**config.mk**
```make
export PLATFORM = sky130hd
export DESIGN_NAME = stepper_axis_flat
export DESIGN_NICKNAME = d
export VERILOG_FILES = /design/src/rtl/stepper_axis_if.sv /design/src/rtl/stepper_axis.sv /design/src/flat_wrapper.sv
export SDC_FILE = /design/constraint.sdc
export NUM_CORES = 1
export LEC_CHECK = 0
export BUFFER_PORTS_ARGS = -buffer_cell sky130_fd_sc_hd__buf_2
export CORE_ASPECT_RATIO = 1.4
export CORE_MARGIN = 1.5
export CORE_UTILIZATION = 45
export CTS_BUF_LIST = sky130_fd_sc_hd__clkbuf_8
export DETAILED_ROUTE_END_ITERATION = 8
export HOLD_SLACK_MARGIN = 0.03
export PLACE_DENSITY = 0.66
export SYNTH_ARGS = -nofsm -noshare
export SYNTH_HDL_FRONTEND = slang
export SYNTH_SLANG_ARGS = --single-unit
```
**constraint.sdc**
```tcl
create_clock -name clk -period 8.41 [get_ports clk]
set_input_delay 1.682 -clock clk [delete_from_list [all_inputs] [get_ports clk]]
set_output_delay 1.682 -clock clk [all_outputs]
set_load 0.05 [all_outputs]
```
**src/rtl/stepper_axis_if.sv**
```systemverilog
// stepper_axis_if: host-side bus for one stepper axis.
//   Inputs to the axis: steps_in, half_period, enable_in, endstop_min/max, start, abort,
//   pos_load, pos_value. Outputs from the axis: step, enable_n, dir, busy, done,
//   stop_reason, remaining, position.
//   master = host/bridge side, slave = stepper_axis side.
interface stepper_axis_if #(
   parameter int STEP_W  = 32,
   parameter int SPEED_W = 32,
   parameter int POS_W   = 32
);
   logic signed [STEP_W-1:0]  steps_in;
   logic        [SPEED_W-1:0] half_period;
   logic                      enable_in;
   logic                      endstop_min;
   logic                      endstop_max;
   logic                      start;
   logic                      abort;
   logic                      pos_load;
   logic signed [POS_W-1:0]   pos_value;
   logic                      step;
   logic                      enable_n;
   logic                      dir;
   logic                      busy;
   logic                      done;
   logic        [1:0]         stop_reason;
   logic signed [STEP_W-1:0]  remaining;
   logic signed [POS_W-1:0]   position;
   modport master (
      output steps_in, half_period, enable_in, endstop_min, endstop_max, start, abort,
             pos_load, pos_value,
      input  step, enable_n, dir, busy, done, stop_reason, remaining, position
   );
   modport slave (
      input  steps_in, half_period, enable_in, endstop_min, endstop_max, start, abort,
             pos_load, pos_value,
      output step, enable_n, dir, busy, done, stop_reason, remaining, position
   );
endinterface

```
**src/rtl/stepper_axis.sv**
```systemverilog
// stepper_axis: single-axis step/dir pulse generator with endstops, abort and position.
//   clk, reset : system clock, synchronous active-high reset
//   bus        : stepper_axis_if.slave carrying move request, limits and status
module stepper_axis #(
   parameter int STEP_W    = 32,
   parameter int SPEED_W   = 32,
   parameter int POS_W     = 32,
   parameter int DIR_SETUP = 4
) (
   input logic           clk,
   input logic           reset,
   stepper_axis_if.slave bus
);
   typedef enum logic [1:0] {IDLE, SETUP, HIGH, LOW} state_t;
   localparam logic [SPEED_W-1:0] SETUP_LD = SPEED_W'(DIR_SETUP > 0 ? DIR_SETUP - 1 : 0);
   state_t                    state_q, state_d;
   logic        [SPEED_W-1:0] cnt_q, cnt_d, hp_q, hp_d, hp_in;
   logic        [STEP_W-1:0]  mag_q, mag_d, mag_in;
   logic signed [POS_W-1:0]   pos_q, pos_d;
   logic                      dir_q, dir_d, done_q, done_d;
   logic        [1:0]         reason_q, reason_d, min_q, max_q;
   logic                      blk, blk_in, stop, tz;
   assign hp_in  = bus.half_period == '0 ? SPEED_W'(1) : bus.half_period;
   assign mag_in = bus.steps_in[STEP_W-1] ? -bus.steps_in : bus.steps_in;
   // the blocking switch depends on the direction of travel: the new move's sign when idle
   assign blk_in = bus.steps_in[STEP_W-1] ? min_q[1] : max_q[1];
   assign blk    = dir_q ? min_q[1] : max_q[1];
   assign stop   = bus.abort | blk;
   assign tz     = cnt_q == '0;
   assign bus.step        = state_q == HIGH;
   assign bus.enable_n    = ~bus.enable_in;
   assign bus.dir         = dir_q;
   assign bus.busy        = state_q != IDLE;
   assign bus.done        = done_q;
   assign bus.stop_reason = reason_q;
   assign bus.remaining   = dir_q ? -mag_q : mag_q;
   assign bus.position    = pos_q;
   always_ff @(posedge clk) begin
      min_q <= {min_q[0], bus.endstop_min};
      max_q <= {max_q[0], bus.endstop_max};
      if (reset) begin
         state_q  <= IDLE;
         cnt_q    <= '0;
         hp_q     <= '0;
         mag_q    <= '0;
         pos_q    <= '0;
         dir_q    <= 1'b0;
         done_q   <= 1'b0;
         reason_q <= 2'd0;
      end else begin
         state_q  <= state_d;
         cnt_q    <= cnt_d;
         hp_q     <= hp_d;
         mag_q    <= mag_d;
         pos_q    <= pos_d;
         dir_q    <= dir_d;
         done_q   <= done_d;
         reason_q <= reason_d;
      end
   end
   always_comb begin
      state_d  = state_q;
      cnt_d    = cnt_q - SPEED_W'(1);
      hp_d     = hp_q;
      mag_d    = mag_q;
      pos_d    = pos_q;
      dir_d    = dir_q;
      done_d   = 1'b0;
      reason_d = reason_q;
      case (state_q)
         IDLE: begin
            cnt_d = cnt_q;
            if (bus.pos_load) pos_d = bus.pos_value;
            if (bus.start) begin
               if (bus.steps_in == '0 || blk_in) begin
                  done_d   = 1'b1;
                  reason_d = bus.steps_in == '0 ? 2'd0 : 2'd1;
               end else begin
                  dir_d   = bus.steps_in[STEP_W-1];
                  mag_d   = mag_in;
                  hp_d    = hp_in;
                  state_d = DIR_SETUP > 0 ? SETUP : HIGH;
                  cnt_d   = DIR_SETUP > 0 ? SETUP_LD : hp_in - SPEED_W'(1);
               end
            end
         end
         SETUP: begin
            if (stop) begin
               state_d  = IDLE;
               done_d   = 1'b1;
               reason_d = bus.abort ? 2'd2 : 2'd1;
            end else if (tz) begin
               state_d = HIGH;
               cnt_d   = hp_q - SPEED_W'(1);
            end
         end
         HIGH: begin
            // a step cut short by a stop still completes its falling edge, so it is counted
            if (stop || tz) begin
               mag_d   = mag_q - STEP_W'(1);
               pos_d   = dir_q ? pos_q - POS_W'(1) : pos_q + POS_W'(1);
               state_d = stop ? IDLE : LOW;
               cnt_d   = hp_q - SPEED_W'(1);
            end
            if (stop) begin
               done_d   = 1'b1;
               reason_d = bus.abort ? 2'd2 : 2'd1;
            end
         end
         LOW: begin
            if (stop || (tz && mag_q == '0)) begin
               state_d  = IDLE;
               done_d   = 1'b1;
               reason_d = bus.abort ? 2'd2 : stop ? 2'd1 : 2'd0;
            end else if (tz) begin
               state_d = HIGH;
               cnt_d   = hp_q - SPEED_W'(1);
            end
         end
      endcase
   end
endmodule

```
**src/flat_wrapper.sv**
```systemverilog
// flat-port wrapper written by rule: the top's interface ports become plain ports
module stepper_axis_flat 
#(
   parameter int STEP_W    = 32,
   parameter int SPEED_W   = 32,
   parameter int POS_W     = 32,
   parameter int DIR_SETUP = 4
)
  (clk, reset, bus_steps_in, bus_half_period, bus_enable_in, bus_endstop_min, bus_endstop_max, bus_start, bus_abort, bus_pos_load, bus_pos_value, bus_step, bus_enable_n, bus_dir, bus_busy, bus_done, bus_stop_reason, bus_remaining, bus_position);
  stepper_axis_if #(.STEP_W(STEP_W), .SPEED_W(SPEED_W), .POS_W(POS_W)) bus_i ();
  input logic clk;
  input logic reset;
  input wire logic [$bits(bus_i.steps_in)-1:0] bus_steps_in;
  input wire logic [$bits(bus_i.half_period)-1:0] bus_half_period;
  input wire logic [$bits(bus_i.enable_in)-1:0] bus_enable_in;
  input wire logic [$bits(bus_i.endstop_min)-1:0] bus_endstop_min;
  input wire logic [$bits(bus_i.endstop_max)-1:0] bus_endstop_max;
  input wire logic [$bits(bus_i.start)-1:0] bus_start;
  input wire logic [$bits(bus_i.abort)-1:0] bus_abort;
  input wire logic [$bits(bus_i.pos_load)-1:0] bus_pos_load;
  input wire logic [$bits(bus_i.pos_value)-1:0] bus_pos_value;
  output wire logic [$bits(bus_i.step)-1:0] bus_step;
  output wire logic [$bits(bus_i.enable_n)-1:0] bus_enable_n;
  output wire logic [$bits(bus_i.dir)-1:0] bus_dir;
  output wire logic [$bits(bus_i.busy)-1:0] bus_busy;
  output wire logic [$bits(bus_i.done)-1:0] bus_done;
  output wire logic [$bits(bus_i.stop_reason)-1:0] bus_stop_reason;
  output wire logic [$bits(bus_i.remaining)-1:0] bus_remaining;
  output wire logic [$bits(bus_i.position)-1:0] bus_position;
  assign bus_i.steps_in = bus_steps_in;
  assign bus_i.half_period = bus_half_period;
  assign bus_i.enable_in = bus_enable_in;
  assign bus_i.endstop_min = bus_endstop_min;
  assign bus_i.endstop_max = bus_endstop_max;
  assign bus_i.start = bus_start;
  assign bus_i.abort = bus_abort;
  assign bus_i.pos_load = bus_pos_load;
  assign bus_i.pos_value = bus_pos_value;
  assign bus_step = bus_i.step;
  assign bus_enable_n = bus_i.enable_n;
  assign bus_dir = bus_i.dir;
  assign bus_busy = bus_i.busy;
  assign bus_done = bus_i.done;
  assign bus_stop_reason = bus_i.stop_reason;
  assign bus_remaining = bus_i.remaining;
  assign bus_position = bus_i.position;
  stepper_axis #(.STEP_W(STEP_W), .SPEED_W(SPEED_W), .POS_W(POS_W), .DIR_SETUP(DIR_SETUP)) u_core (.clk(clk), .reset(reset), .bus(bus_i));
endmodule
```
=== After elaboration in Yosys (flattened, before gate mapping) ===
Index checks and enable logic that the tools add are counted.

* Reduce and logical (&&, ||, !) cells: 18
* Multipliers: 0
* Bitwise gates (word level): 3
* Magnitude comparators: 0
* Divide/modulo/power cells: 0
* $add $sub $neg: 7
* Muxes and demuxes: 42
* Shifts and indexed selects: 0
* Equality and inequality tests: 10

{| class="wikitable"
|+ Operator list
! operator !! number
|-
| $mux 32 || 15
|-
| $logic_not 32->1 || 4
|-
| $pmux 32 s2 || 2
|-
| $pmux 32 s4 || 1
|-
| $sub 32x1->32 const B || 3
|-
| $neg 32->32 || 2
|-
| $add 32x2->32 const B || 1
|-
| $sub 32x2->32 const B || 1
|-
| $mux 2 || 13
|-
| $reduce_and 3->1 || 3
|-
| $mux 1 || 8
|-
| $ne 2x1->1 const B || 4
|-
| $pmux 2 s4 || 1
|-
| $reduce_and 4->1 || 2
|-
| $ne 2x2->1 const B || 3
|-
| $pmux 2 s3 || 1
|-
| $eq 2x2->1 const B || 2
|-
| $reduce_bool 2->1 || 2
|-
| $logic_or 1x1->1 || 3
|-
| $pmux 1 s3 || 1
|-
| $eq 2x1->1 const B || 1
|-
| $logic_not 2->1 || 1
|-
| $not 1->1 || 2
|-
| $reduce_and 2->1 || 1
|-
| other kinds (3) || 3
|}

* Bits in registers: 138
* Latch bits: 0
* Memory bits (writable): 0
* Memories: 0
* Logic and storage cells: 90
* Memory bits (read-only): 0
* Input bits: 104

=== Longest topological paths before layout ===
Gate-level depths: netlist of the first run.

* Depth in word-level cells: 6
* Mapped depth: 13
* Depth with buffers taken out: 11

=== Worst setup path after synthesis of the first run ===
Ideal clock, no wire load.

* Path kind: flip-flop to output port
* Start point: register u_core.mag_q[8]
* End point: output bus_remaining[31]
* Setup slack: 3.434 ns
* Stages on the path, launching flop included: 11
* Arrival time: 3.294 ns
* Data required time: 6.728 ns
* Cells stage by stage: dfxtp_1 > buf_6 > or4_4 > or4b_4 > nor3_2 > nand2_2 > or3_4 > or2_0 > or4_4 > nand2_1 > xnor2_1

* Longest elaborated chain between the ends: 2

{| class="wikitable"
|+ Ends and longest elaborated chain
! item !! RTL line !! source
|-
| from (decl) || stepper_axis.sv:18 || <nowiki>logic [STEP_W-1:0] mag_q, mag_d, mag_in;</nowiki>
|-
| from (signal assigned) || stepper_axis.sv:54 || <nowiki>mag_q <= mag_d;</nowiki>
|-
| $neg 32->32 || stepper_axis.sv:36 || <nowiki>assign bus.remaining = dir_q ? -mag_q : mag_q;</nowiki>
|-
| $mux 32 || stepper_axis.sv:36 ||
|-
| to (decl) || flat_wrapper.sv:28 || <nowiki>output wire logic [$bits(bus_i.remaining)-1:0] bus_remaining;</nowiki>
|}

No other way between the ends.

=== Final worst setup path of the first run ===
Ends and elaborated chain as after synthesis.

==> impl_metrics.toml, run 1 <==
[synthesis]
async_reset_ff_share_pct = 0
netlist_area_mm2 = 0.0104
ys_seq_area_share_pct = 26.6
synthCells = 1359
synth_edf_count = 0
ys_ff_latch = 138
yosys-top-cells-area = "dfxtp_1 (27%), xnor2_1 (6.2%), nor2_1 (6.0%)"
synth_top_area_share_pct = 26.6
synth_compound_area_share_pct = 24.3
synth_top_family_by_area = "compound AO/OA/AOI/OAI gates"
synth_xor_area_share_pct = 9.46
synth_fa_ha_area_share_pct = 5.02
synth_area_per_cell_um2 = 7.63
yosys.area_share.simple_pct = 23.9
yosys.area.top_type = "dfxtp_1"
yosysUniqueCellTypes = 70
muxShareOfSynthArea_pct = 5.34
synth_flop_cell = "dfxtp_1"
synth_fp_nets = 1504
synth_warnings = 0

[worst_setup_path]
cpMostUsedCell = "or4_4"
path_class = "flip-flop to output port"
cp_slowest_cell = "or4_4"
cp_max_fo = 9
end_kind = "output port"
startpoint = "u_core.mag_q[8]"
path_cells = "or4_4 > or4b_4 > nor3_2 > nand2_2 > or3_4 > or2_0 > or4_4 > nand2_1 > xnor2_1 > buf_2"
r2r_start = "u_core.bus.dir"
path_delay_family = "simple AND/OR/NAND/NOR gates"
cp_num_buf_inv = 1
required_ns = 6.73
start_kind = "flip-flop"
worstPathArrival_ns = 3.99
cpPeakStageDelay_ns = 0.62

[grt]
grt_antenna_before_repair = 0
first_global_vias = 9853
grt_max_degree = 86
grt_first_pass_wirelength_um = 48500
grtUsageTotal_pct = 24.7
globalRouteOverflowTotal = 0

[floorplanning]
die_h_um = 183
num_rows = 65
initial_core_util_pct = 45.9
dieArea_mm2 = 0.0240
core-area_mm2 = 0.0226
ios = 175
die_w_um = 131

[status]
status = "complete, no violations"

[cts]
numCtsBuffers = 17
post_cts_buffers = 0
cts_resized = 0
cts_max_level = 4
cts_hold_buf = 0
cts.sinks = 138
cts-root-buf = "clkbuf_8"
clk_path_buf_depth = 2
cts_tree = "built"
clkLatencyLatePin_ns = 0.47
path_clk_slew_ns = 0.09

[sta]
final-hold-violation-count = 0
max_freq_mhz = 176
period_needed_ns = 5.68
post-route-period-util_pct = 67.5
finalMaxSlewViolations = 0
worstMarginPinSlew_ns = 0.991
clock_skew_ns = 0.0204
finalSetupTns_ns = 0
rsz0062_at_grt = "false"
max_slew_margin_pct = 33.9
setup_viol = 0

[finish]
n_fill_cell = 2283
multi_input_area_mm2 = 0.00708
syn_to_final_growth_pct = 12.8
fin_util_pct = 51.7
drive_gt1_share_pct = 17.2
ff_latch_area_mm2 = 0.00276
nNetsFinal = 1624
fin_area_mm2 = 0.0117
antennaDiodeCount = 0

[power]
p_leak_uw = 0.00499
power_density_mw_per_mm2 = 209
peakVddDrop_v = 0.000172

[min_path]
hp-class = "flip-flop to flip-flop"
hp-start = "u_core.min_q[0]"

[detailed_routing]
dr.pass1.iters = 5
drt_iter0_drc = 556
routed_wl_um = 29800
drc = 0
viasPerCell = 5.79
routedWlPerCell_um = 16.6
vias = 10400
ant_nets = 0

[placed_design]
portBuffers = 174
dpl-instance-area_mm2 = 0.0113
dpl.hpwl_um = 21500
gp_congestion = 0.911

[job]
cap_violations = 0
[placed cells by master, fill, tap and decap left out, types with 52 or more instances in the layout]
| cell type | count |
|---|---|
| buf_2 | 173 |
| nor2_1 | 166 |
| dfxtp_1 | 137 |
| o21ai_0 | 114 |
| nand2_1 | 110 |
| xnor2_1 | 73 |
| a21oi_1 | 72 |
| nor3_1 | 55 |
| mux2i_1 | 52 |
[layer usage]
metal  global-route usage [%]  share of wire [%]  vias to the layer above
met1                     28.8                 42                     4837
met5                        0                  0                        -
met2                     45.1                 50                      278
met3                     3.83                4.2                       57
met4                     10.5                3.2                        0
li1                         -                  -                     5210
[state kept, by name (all words and copies together) (netlist names)]
name,count
u_core.min_q,2
u_core.cnt_q,32
u_core.bus.position,32
u_core.bus.stop_reason,2
u_core.hp_q,32
u_core.state_q,2
u_core.bus.dir,1
u_core.mag_q,32
u_core.max_q,2
u_core.bus.done,1
[through the flow]
step | setup slack [ns] | total power [uW] | std cells | hold slack, ns
after floorplan | 3.43 | 1640 | 1359 | 0.310
after global placement | 3.30 | 1890 | 1761 | 0.314
after detailed placement | 3.28 | 1900 | 1761 | 0.315
after CTS | 2.71 | 2460 | 1793 | 0.336
after global routing | 2.59 | 2600 | 1793 | 0.339
final | 2.73 | 2440 | 1793 | 0.332
[final cells by class]
class / count / area share, %
Clock buffer: 17 / 2.00
Clock inverter: 15 / 1.30
Inverter: 35 / 1.12
Multi-Input combinational cell: 1102 / 60.6
Sequential cell: 138 / 23.6
Tap cell: 301 / 3.22
Timing Repair Buffer: 185 / 8.17
[worst paths after layout]
check	slack (ns)	end	cells past startpoint
worst max-delay path	2.73	bus_remaining[31]	10
worst min-delay path	0.33	u_core.min_q[1]	0
worst max register to register	4.26	u_core.bus.position[31]	11
worst min register to register	0.33	u_core.min_q[1]	0
[power breakdown]
| part | total, uW | internal (uW) | switching [uW] |
|---|---|---|---|
| registers | 799 | 720 | 79.7 |
| logic | 1090 | 365 | 728 |
| clock network | 552 | 263 | 289 |
[synth_stat cells, drive strengths merged (3+ instances only)]
library cell and count:
nor3b 3, or3 34, a21o 17, o211ai 9
xor2 39, a31oi 4, nand4b 3, a22oi 19
ha 40, nand2b 13, nand3 18, nand2 111
and3 9, a21oi 72, nor2 166, o22ai 18
buf 9, nor4 25, a21boi 4, a311oi 4
nor3 57, o32ai 17, or2 15, a211oi 35
nor2b 8, o31a 8, a22o 23, or4 17
xnor2 73, o41ai 10, dfxtp 138, o21bai 3
mux2i 52, nand4 12, o21ai 116, o21a 7
nand3b 5, inv 35, mux2 3, and2 6
o31ai 8, clkbuf 75
[worst register-to-register path, stage by stage, from the launching register on]
cell and delay (ns):
dfxtp_2 0.57, buf_4 0.60, ha_1 0.43, a21o_1 0.22, nor2_1 0.09, o311ai_0 0.19, a32o_1 0.35, or4b_2 0.64
nor3b_1 0.18, o31a_1 0.29, or3_1 0.36, a31oi_1 0.15
[logic make-up (layout without fill, tap and decap cells)]
logic type	count (synthesis)	in the layout
DFF	138	138
xor gates and xnor gates	112	112
AOI/OAI and AO/OA	387	387
muxes	55	55
buffers and inverters	119	252
and+or+nand+nor	507	507
adders and majority gates	41	41
Power figures use the tool's default switching activity.
==> run 2, diff against run 1 <==
==> constraint.sdc (replaced) <==
create_clock -name clk -period 5.4 [get_ports clk]
set_input_delay 1.08 -clock clk [delete_from_list [all_inputs] [get_ports clk]]
set_output_delay 1.08 -clock clk [all_outputs]
set_load 0.05 [all_outputs]
==> run 2 against run 1 <==
Clock skew down 0.0015 ns. Sequential cell count unchanged. Core utilization up 0.094 points. Power up 56%. Combinational power up 57%. Sequential power up 56%. Worst setup slack worse by 2.4 ns. Critical path depth unchanged. Highest routed layer unchanged.
==> impl_metrics.toml, run 2 (synthesized netlist as in run 1, its figures left out) <==
[worst_setup_path]
r2r_start = "u_core.mag_q[8]"
cp_num_buf_inv = 1
path_cells = "or4_4 > or4b_4 > nor3_2 > nand2_2 > or3_4 > or2_0 > or4_4 > nand2_1 > xnor2_1 > buf_2"
cpPeakStageDelay_ns = 0.61
end_kind = "output port"
ff2ff_path_depth = 10
rrSetupSlack_ns = 1.54
cp_max_fo = 9
cpMostUsedCell = "or4_4"
start_kind = "flip-flop"
r2r_end = "u_core.cnt_q[14]"
path_class = "flip-flop to output port"
required_ns = 4.32
path_delay_family = "simple AND/OR/NAND/NOR gates"
cp_slowest_cell = "or4_4"
worstPathArrival_ns = 3.98

[finish]
drive_gt1_share_pct = 17.5
fin_util_pct = 51.8
syn_to_final_growth_pct = 13.0
layout_commonest_cell = "buf_2"
nNetsFinal = 1627
final_cell_mix = "buf_2 (173), nor2_1 (166), dfxtp_1 (137)"
antennaDiodeCount = 0

[detailed_routing]
routed_wl_um = 30000
drt_iter0_drc = 738
routedWlPerCell_um = 16.7
drc = 0
vias = 10400
dr.pass1.iters = 5
viasPerCell = 5.77
ant_nets = 0

[grt]
grt_util_met2_pct = 45.6
grt_max_degree = 84
first_global_vias = 9843
grtUsageMet1_pct = 28.5
globalRouteOverflowTotal = 0
use_met3_pct = 3.81
grt_antenna_before_repair = 0
grtUsageTotal_pct = 24.7
grt_first_pass_wirelength_um = 48400
grt_busiest_layer = "met2"

[cts]
cts_hold_buf = 0
clk_path_buf_depth = 2
clkLatencyLatePin_ns = 0.48
cts_max_level = 4
cts.sinks = 138
cts_resized = 0
cts-root-buf = "clkbuf_8"
post_cts_buffers = 0
cts_tree = "built"
path_clk_slew_ns = 0.09
numCtsBuffers = 17

[placed_design]
dpl.hpwl_um = 21700
gp_congestion = 0.891
portBuffers = 174
dpl_worst_slack_ns = 0.903

[floorplanning]
die_w_um = 131
initial_core_util_pct = 45.9
ios = 175
core-area_mm2 = 0.0226
num_rows = 65
dieArea_mm2 = 0.0240
die_h_um = 183

[sta]
hold-worst-slack_ns = 0.333
max_slew_margin_pct = 32.9
finalSetupTns_ns = 0
finalMaxSlewViolations = 0
final-hold-violation-count = 0
period_needed_ns = 5.06
worstMarginPinSlew_ns = 1.01
rsz0062_at_grt = "false"
setup_viol = 0
final.setup.worst_slack_ns = 0.344
post-route-period-util_pct = 93.6
max_freq_mhz = 198
clock_skew_ns = 0.0189

[power]
p_total_uw = 3810
p_leak_uw = 0.00500
peakVddDrop_v = 0.000158
power_density_mw_per_mm2 = 326

[min_path]
hp-start = "u_core.max_q[0]"
hold_depth = 0
hp-class = "flip-flop to flip-flop"
hold_end = "u_core.max_q[1]"

[job]
cap_violations = 0

[status]
status = "complete, no violations"
## run 2: changes by cell type in the layout (fill, tap and decap cells not counted), sizes merged
cell	delta
buf	+3
bufinv	-1
clkbuf	+1
clkinv	-2
clkinvlp	-1
inv	+3
## run 2: cell type report
class,count,area (um2)
sequential,138,2760
fill,2298,10900
clock inverter,14,138
clock buffer,18,248
inverter,35,131
timing repair buffer,188,978
tap,301,377
multi-input combinational,1102,7080
## run 2: stage by stage
| step | cell area (um2) | std cells |
|---|---|---|
| after floorplan | 10400 | 1359 |
| after global placement | 11300 | 1764 |
| after detailed placement | 11300 | 1764 |
| after CTS | 11700 | 1796 |
| after global routing | 11700 | 1796 |
| final | 11700 | 1796 |
## run 2: metal layers
metal | wire [um] | up-vias
li1 | - | 5213
met1 | 12500 | 4830
met2 | 15300 | 274
met3 | 1310 | 46
met4 | 815 | 0
met5 | 0 | -
## run 2: power by group
group | total [uW] | internal [uW] | switching (uW)
sequential | 1250 | 1120 | 125
clock | 861 | 387 | 474
combinational | 1710 | 574 | 1130
## run 2: worst max-delay path by stage
stage	start	end	slack (ns)	depth (start not counted)
after floorplan	u_core.mag_q[8]	bus_remaining[31]	1.03	10
after global placement	u_core.mag_q[8]	bus_remaining[31]	0.90	10
after detailed placement	u_core.mag_q[8]	bus_remaining[31]	0.90	10
after CTS	u_core.mag_q[8]	bus_remaining[31]	0.35	10
after global routing	u_core.mag_q[8]	bus_remaining[31]	0.23	10
final	u_core.mag_q[8]	bus_remaining[31]	0.34	10
==> run 3, diff against run 2 <==
--- a/config.mk
+++ b/config.mk
@@ -12,7 +12,7 @@
 export CTS_BUF_LIST = sky130_fd_sc_hd__clkbuf_8
 export DETAILED_ROUTE_END_ITERATION = 8
 export HOLD_SLACK_MARGIN = 0.03
-export PLACE_DENSITY = 0.66
+export PLACE_DENSITY_LB_ADDON = 0.05
 export SYNTH_ARGS = -nofsm -noshare
 export SYNTH_HDL_FRONTEND = slang
 export SYNTH_SLANG_ARGS = --single-unit
==> run 3 against run 2 <==
Critical path depth is the same. Final area increased by 0.28%. Sequential share of layout area fell by 0.065 points. Power grew 1.2%. Non-clock buffer count is 1 higher. Clock skew fell by 0.0072 ns. Clock power grew 5.6%. Largest power group unchanged. Highest routed layer unchanged.
==> impl_metrics.toml, run 3 (synthesized netlist as in run 1, its figures left out) <==
[status]
status = "complete, no violations"

[cts]
clkLatencyLatePin_ns = 0.47
numCtsBuffers = 17
path_clk_slew_ns = 0.09
cts-root-buf = "clkbuf_8"
cts_resized = 0
post_cts_buffers = 0
cts.sinks = 138
cts_tree = "built"
clk_path_buf_depth = 2
cts_hold_buf = 0
cts_max_level = 4

[worst_setup_path]
r2r_end = "u_core.bus.position[30]"
cp_slowest_cell = "or4_4"
ff2ff_path_depth = 12
required_ns = 4.32
worstPathArrival_ns = 3.88
cp_num_buf_inv = 1
cpPeakStageDelay_ns = 0.61
path_class = "flip-flop to output port"
cpMostUsedCell = "or4_4"
cp_max_fo = 9
start_kind = "flip-flop"
end_kind = "output port"
path_cells = "or4_4 > or4b_4 > nor3_2 > nand2_2 > or3_4 > or2_0 > or4_4 > nand2_1 > xnor2_1 > buf_2"
r2r_start = "u_core.bus.dir"
rrSetupSlack_ns = 1.45
path_delay_family = "simple AND/OR/NAND/NOR gates"

[finish]
layout_commonest_cell = "buf_2"
fin_area_mm2 = 0.0118
instances_no_fill = 1797
nNetsFinal = 1628
syn_to_final_growth_pct = 13.3
drive_gt1_share_pct = 17.5
n_fill_cell = 2364
antennaDiodeCount = 0
final_cell_mix = "buf_2 (173), nor2_1 (166), dfxtp_1 (137)"

[detailed_routing]
viasPerCell = 5.79
routedWlPerCell_um = 16.8
vias = 10400
drt_iter0_drc = 478
dr.pass1.iters = 5
drc = 0
routed_wl_um = 30100
ant_nets = 0

[sta]
clock_skew_ns = 0.0117
final.setup.worst_slack_ns = 0.438
max_slew_margin_pct = 38.7
final-hold-violation-count = 0
finalMaxSlewViolations = 0
period_needed_ns = 4.96
rsz0062_at_grt = "false"
post-route-period-util_pct = 91.9
max_freq_mhz = 202
setup_viol = 0
worstMarginPinSlew_ns = 0.919
finalSetupTns_ns = 0

[power]
power_density_mw_per_mm2 = 328
p_leak_uw = 0.00501
peakVddDrop_v = 0.000167

[min_path]
hp-class = "flip-flop to flip-flop"
hold_end = "u_core.max_q[1]"
hold_depth = 0
hp-start = "u_core.max_q[0]"

[grt]
grtUsageTotal_pct = 25.0
grt_antenna_before_repair = 0
grt_first_pass_wirelength_um = 48900
first_global_vias = 9780
globalRouteOverflowTotal = 0
grt_max_degree = 70

[job]
cap_violations = 0

[placed_design]
dpl.hpwl_um = 22100
dp_cells = 1765
dpl_worst_slack_ns = 0.962
gp_congestion = 0.858
portBuffers = 174
dpl-instance-area_mm2 = 0.0113

[floorplanning]
core-area_mm2 = 0.0226
num_rows = 65
initial_core_util_pct = 45.9
die_h_um = 183
ios = 175
die_w_um = 131
dieArea_mm2 = 0.0240
==> run 3: cell types whose count changed in the layout (fill, tap and decap cells not counted), sizes merged <==
cell	delta
buf	+1
clkinv	+2
bufinv	+2
clkbuf	-1
inv	-6
clkinvlp	+3
==> run 3: report_power, final <==
group          total (uW)  leakage [uW]  internal, uW  switching [uW]
clock network         909      0.000195           455             454
logic                1700       0.00368           574            1130
registers            1250       0.00113          1120             126
==> run 3: layout make-up <==
cell class              instances  area (um2)  area share, %
flip-flops and latches        138        2760           23.5
clock inverters                15         176           1.50
repair buffers                189         986           8.39
well taps                     301         377           3.20
multi-input cells            1102        7080           60.3
clock buffers                  17         234           1.99
inverters                      35         131           1.12
==> run 3: worst register-to-register path, delay by kind of cell (launching register included) <==
family                     cells  cell delay (ns)
AOI/OAI and AO/OA              6             1.50
DFF                            1             0.70
buffers and inverters          2             0.56
adders and majority gates      1             0.43
muxes                          1             0.37
and+or+nand+nor                2             0.29
==> run 3: worst max-delay path by stage <==
stage / cells after the start / to / slack (ns) / startpoint
floorplan: 10 / bus_remaining[31] / 1.03 / u_core.mag_q[8]
global placement: 10 / bus_remaining[31] / 0.97 / u_core.mag_q[8]
detailed placement: 10 / bus_remaining[31] / 0.96 / u_core.mag_q[8]
CTS: 10 / bus_remaining[31] / 0.42 / u_core.mag_q[8]
global route: 10 / bus_remaining[31] / 0.31 / u_core.mag_q[8]
finish: 10 / bus_remaining[31] / 0.44 / u_core.mag_q[8]
==> run 3: layer usage <==
layer | vias up | part of all wire [%] | wire (um) | GRT usage (%)
met1 | 4866 | 40 | 12200 | 27.7
met2 | 252 | 52 | 15800 | 47.1
li1 | 5223 | - | - | -
met4 | 0 | 3.3 | 981 | 10.6
met5 | - | 0 | 0 | 0
met3 | 55 | 4.0 | 1200 | 3.94
==> run 3: metrics by stage <==
step	hold WS (ns)	total power, uW	util [%]
after global routing	0.344	4100	52.0
after global placement	0.314	2960	50.2
after detailed placement	0.312	2970	50.2
after CTS	0.333	3890	52.0
final	0.333	3860	52.0
after floorplan	0.310	2550	-
